==> src/rtl/iterative_divider.sv <==
// RV32M DIV/DIVU/REM/REMU unit: restoring shift-subtract, one bit per clock.
// Divide-by-zero and signed overflow resolve in a single cycle.
module iterative_divider #(
  parameter int WIDTH = 32
) (
  input  logic             clk,
  input  logic             rst,
  input  logic             start,
  input  logic [2:0]       func,
  input  logic [WIDTH-1:0] opA,
  input  logic [WIDTH-1:0] opB,
  output logic             busy,
  output logic             done,
  output logic [WIDTH-1:0] result
);

  localparam int CW = $clog2(WIDTH) + 1;
  localparam logic [CW-1:0] LAST = CW'(WIDTH - 1);
  localparam logic [WIDTH-1:0] MIN_NEG = {1'b1, {(WIDTH-1){1'b0}}};

  typedef enum logic [1:0] {
    IDLE = 2'd0,
    RUN  = 2'd1,
    FIN  = 2'd2
  } state_t;

  state_t           state_q, state_d;
  logic [WIDTH-1:0] quot_q, quot_d;
  logic [WIDTH-1:0] rem_q, rem_d;
  logic [WIDTH-1:0] div_q, div_d;
  logic [CW-1:0]    cnt_q, cnt_d;
  logic             is_rem_q, is_rem_d;
  logic             q_neg_q, q_neg_d;
  logic             r_neg_q, r_neg_d;
  logic [WIDTH-1:0] result_q, result_d;

  logic [WIDTH-1:0] sh_lo;
  logic             ge;
  logic [WIDTH-1:0] rem_nx;
  logic [WIDTH-1:0] quot_nx;
  logic [WIDTH-1:0] q_fix;
  logic [WIDTH-1:0] r_fix;
  logic             sgn;
  logic             a_neg;
  logic             b_neg;
  logic             ovf;

  always_ff @(posedge clk or negedge rst) begin
    if (!rst) begin
      state_q  <= IDLE;
      quot_q   <= '0;
      rem_q    <= '0;
      div_q    <= '0;
      cnt_q    <= '0;
      is_rem_q <= 1'b0;
      q_neg_q  <= 1'b0;
      r_neg_q  <= 1'b0;
      result_q <= '0;
    end else begin
      state_q  <= state_d;
      quot_q   <= quot_d;
      rem_q    <= rem_d;
      div_q    <= div_d;
      cnt_q    <= cnt_d;
      is_rem_q <= is_rem_d;
      q_neg_q  <= q_neg_d;
      r_neg_q  <= r_neg_d;
      result_q <= result_d;
    end
  end

  always_comb begin
    state_d  = state_q;
    quot_d   = quot_q;
    rem_d    = rem_q;
    div_d    = div_q;
    cnt_d    = cnt_q;
    is_rem_d = is_rem_q;
    q_neg_d  = q_neg_q;
    r_neg_d  = r_neg_q;
    result_d = result_q;

    // The shifted remainder's top bit acts as the borrow guard
    sh_lo   = {rem_q[WIDTH-2:0], quot_q[WIDTH-1]};
    ge      = {rem_q[WIDTH-1], sh_lo} >= {1'b0, div_q};
    rem_nx  = ge ? (sh_lo - div_q) : sh_lo;
    quot_nx = {quot_q[WIDTH-2:0], ge};
    q_fix   = q_neg_q ? (-quot_nx) : quot_nx;
    r_fix   = r_neg_q ? (-rem_nx) : rem_nx;

    sgn   = ~func[0];
    a_neg = sgn & opA[WIDTH-1];
    b_neg = sgn & opB[WIDTH-1];
    ovf   = sgn && (opA == MIN_NEG) && (opB == '1);

    unique case (state_q)
      IDLE: begin
        if (start && func[2]) begin
          is_rem_d = func[1];
          q_neg_d  = a_neg ^ b_neg;
          r_neg_d  = a_neg;
          if (opB == '0) begin
            result_d = func[1] ? opA : '1;
            state_d  = FIN;
          end else if (ovf) begin
            result_d = func[1] ? '0 : opA;
            state_d  = FIN;
          end else begin
            quot_d  = a_neg ? (-opA) : opA;
            div_d   = b_neg ? (-opB) : opB;
            rem_d   = '0;
            cnt_d   = '0;
            state_d = RUN;
          end
        end
      end
      RUN: begin
        rem_d  = rem_nx;
        quot_d = quot_nx;
        cnt_d  = cnt_q + CW'(1);
        if (cnt_q == LAST) begin
          result_d = is_rem_q ? r_fix : q_fix;
          state_d  = FIN;
        end
      end
      FIN: begin
        state_d = IDLE;
      end
      default: begin
        state_d = IDLE;
      end
    endcase
  end

  assign busy   = (state_q != IDLE);
  assign done   = (state_q == FIN);
  assign result = result_q;

endmodule

==> config.mk <==
export PLATFORM = sky130hd
export DESIGN_NAME = iterative_divider
export DESIGN_NICKNAME = d
export VERILOG_FILES = /design/src/rtl/iterative_divider.sv
export SDC_FILE = /design/constraint.sdc
export NUM_CORES = 1
export LEC_CHECK = 0
export BUFFER_PORTS_ARGS = -buffer_cell sky130_fd_sc_hd__buf_2
export CAP_MARGIN = 25
export CORE_ASPECT_RATIO = 1.5
export CORE_MARGIN = 2
export CORE_UTILIZATION = 53
export CTS_CLUSTER_DIAMETER = 40
export DETAILED_ROUTE_END_ITERATION = 10
export HOLD_SLACK_MARGIN = 0.08
export PLACE_DENSITY = 0.83
export SLEW_MARGIN = 30
export SYNTH_ARGS = -nofsm -noshare
export SYNTH_HDL_FRONTEND = slang
export SYNTH_SLANG_ARGS = --single-unit
==> constraint.sdc <==
create_clock -name clk -period 7.2 [get_ports clk]
set_input_delay 1.44 -clock clk [delete_from_list [all_inputs] [get_ports clk]]
set_output_delay 1.44 -clock clk [all_outputs]
set_load 0.02 [all_outputs]
==> run summary <==
Outcome -> complete, no violations
Reg-to-reg slack, setup -> 1690 ps
Met1 Usage GRT -> 39.1%
Post-CTS resize count -> 0
CTS max path bufs -> 2
Worst hold slack -> 494 ps
Hpwl dp -> 28300 um
Final instance area -> 13500 um2
Drt wl/cell -> 20.1 um
EDFF count, synth -> 0
Vias/cell -> 6.59
Hold_sp -> div_q[18]
CTS Root Cell -> clkbuf_16
Setup Viol. Count Final -> 0
Ys Warns -> 0
Worst r2r path cells -> 18
Netlist cell types -> 98
Routability cong. -> 0.970
Area after DPL -> 12800 um2
H-tree depth -> 4
CP Data Arrival Time -> 5890 ps
Commonest non-fill, non-tap cells in the layout -> nand2_1, o21ai_0, dfrtp_1, nor2_1, buf_2
CP Launch Type -> register
Syn_nets -> 1704
Std-Cell Rows -> 68
Inst Count DP -> 1892
1st-pass router iterations -> 5
Total Wirelength -> 38700 um
Ys flop type -> dfrtp_1
Buf/Inv on CP -> 2
DRC violations left -> 0
Met2 usage -> 54.6%
FILL cells -> 2075
Least-Margin Pin Slew -> 1020 ps
Min-Delay Path Class -> register to register
RSZ-0062 raised after global routing -> false
First-pass GRT wire length -> 62200 um
CTS Buf Count -> 17
Initial Util -> 53.6%
Most common cell after layout, fill and taps aside -> nand2_1
CP Depth -> 18
Hold Path End -> div_q[18]
Synthesized cell area -> 12200 um2
# clock sinks -> 139
GRT Total Usage -> 32.1%
Ant. Diodes -> 0
Reg clk slew, reported paths -> 60 ps
Ys async rst share -> 100%
Core area -> 22800 um2
First DRT Iteration DRCs -> 1280
Area growth from synthesis to layout -> 10.5%
Grt met3 use -> 4.13%
Kind of end point of the critical path -> register
Mean Syn Cell Area -> 7.66 um2
CP top delay family -> compound AO/OA/AOI/OAI gates
Sequential share of the synthesized area -> 28.5%
Top cells by area, synth -> dfrtp_1, nand2_1, o21ai_0
CP Class -> register to register
Width of the die -> 128 um
Post-layout minimum cycle time -> 5510 ps
Initial antenna violation count -> 0
Top Ports -> 104
Post-CTS Hold Fix Bufs -> 0
Final Cycle Share -> 76.6%
Die area -> 24300 um2
Peak Freq -> 181 MHz
Worst Skew -> 11.2 ps
Slew headroom -> 31.2%
#FFs+latches synth -> 139
WHS Path Cells -> 2
Setup bufs post-CTS -> 0
Final Hold Viols -> 0
Worst R2R Start -> rem_q[0]
I/O Buffers -> 103
Max Cap Violations -> 0
Largest net degree at the start of global routing -> 76
Global routing's busiest layer -> met2
Critical path's slowest cell -> dfrtp_1
Post-synthesis cell count -> 1595
Clock latency on the worst-skew pair -> 440 ps
Top cell type's share of synthesized area -> 28.5%
Grt ovf -> 0
Vias in the first global route -> 11900
Antenna viol nets, final -> 0
Final Non-Filler Cells -> 1924
R2R Path End -> result[30]
Area leader, netlist -> dfrtp_1
Nets -> 1740
CP cell instances -> ha_1, nor2b_1, o2111ai_1, a21oi_1, o21bai_2, nand3_4, inv_2, mux2i_1, ha_1, inv_1, nor3_1, nand2_1, or3_1, a211oi_2, nand3_2, o41a_1, or3_1, nand3_1
Vias -> 12700
Crit-path max FO -> 21
Setup TNS -> 0 ps
Die Ht -> 190 um
Max-slew violation count -> 0
CP required -> 7570 ps
Layout cells sized above 1 -> 12.3%
CTS tree -> built
Crit-path max cell delay -> 440 ps
-- worst max-delay path by stage --
stage	from	end
2_1_floorplan	rem_q[26]	result[30]
3_3_place_gp	rem_q[26]	result[30]
3_5_place_dp	rem_q[0]	result[30]
4_1_cts	rem_q[0]	result[30]
5_1_grt	rem_q[25]	result[30]
6_report	rem_q[0]	result[30]
-- sequential cells by signal (all words and copies together) (netlist names) --
signal	cells
quot_q	32
div_q	32
state_q	2
cnt_q	6
r_neg_q	1
rem_q	32
result	32
q_neg_q	1
is_rem_q	1
-- worst register-to-register path: cells and delay by family, from the launching register on --
| family | cells | cell delay, ps |
|---|---|---|
| compound gates | 5 | 1850 |
| simple gates | 8 | 1790 |
| fa+ha+maj | 2 | 560 |
| buf+inv | 2 | 450 |
| flops | 1 | 440 |
| mux | 1 | 350 |
-- kinds of logic after synthesis --
family,after synthesis,synth area share [%]
compound gates,523,27.6
xor+xnor,132,9.46
mux,30,2.52
flops,139,28.5
buf+inv,159,5.28
fa+ha+maj,43,4.38
simple gates,569,22.2
-- metrics by stage --
stage / setup slack [ps] / utilization (%)
after floorplan: 2100 / -
after global placement: 2000 / 56.2
after detailed placement: 1790 / 56.2
after CTS: 1780 / 59.2
after global routing: 1320 / 59.2
final: 1690 / 59.2
-- synth_stat cells (all sizes together), types with 26 or more instances --
cell type	count
clkbuf	67
a21oi	102
ha	38
o21ai	178
nor3	41
inv	55
xnor2	76
nand4	29
o31ai	28
dfrtp	139
o211ai	26
buf	35
xor2	56
nand2	253
nor2	108
o22ai	32
-- per-layer routing --
metal | share of wire (%) | wire length, um
met5 | 0 | 0
met4 | 5.4 | 2080
met3 | 6.9 | 2660
met2 | 49 | 18900
met1 | 39 | 15000
-- final cells by class --
| cell class | count | area (um2) | area share (%) |
|---|---|---|---|
| clock inverters | 14 | 241 | 1.79 |
| repair buffers | 119 | 642 | 4.76 |
| inverters | 57 | 215 | 1.59 |
| flip-flops and latches | 139 | 3480 | 25.8 |
| multi-input cells | 1297 | 8130 | 60.2 |
| clock buffers | 18 | 439 | 3.25 |
| well taps | 280 | 350 | 2.60 |
Power is not shown: default switching activity piles up to over one toggle a cycle in this logic, so the estimate is an artifact.
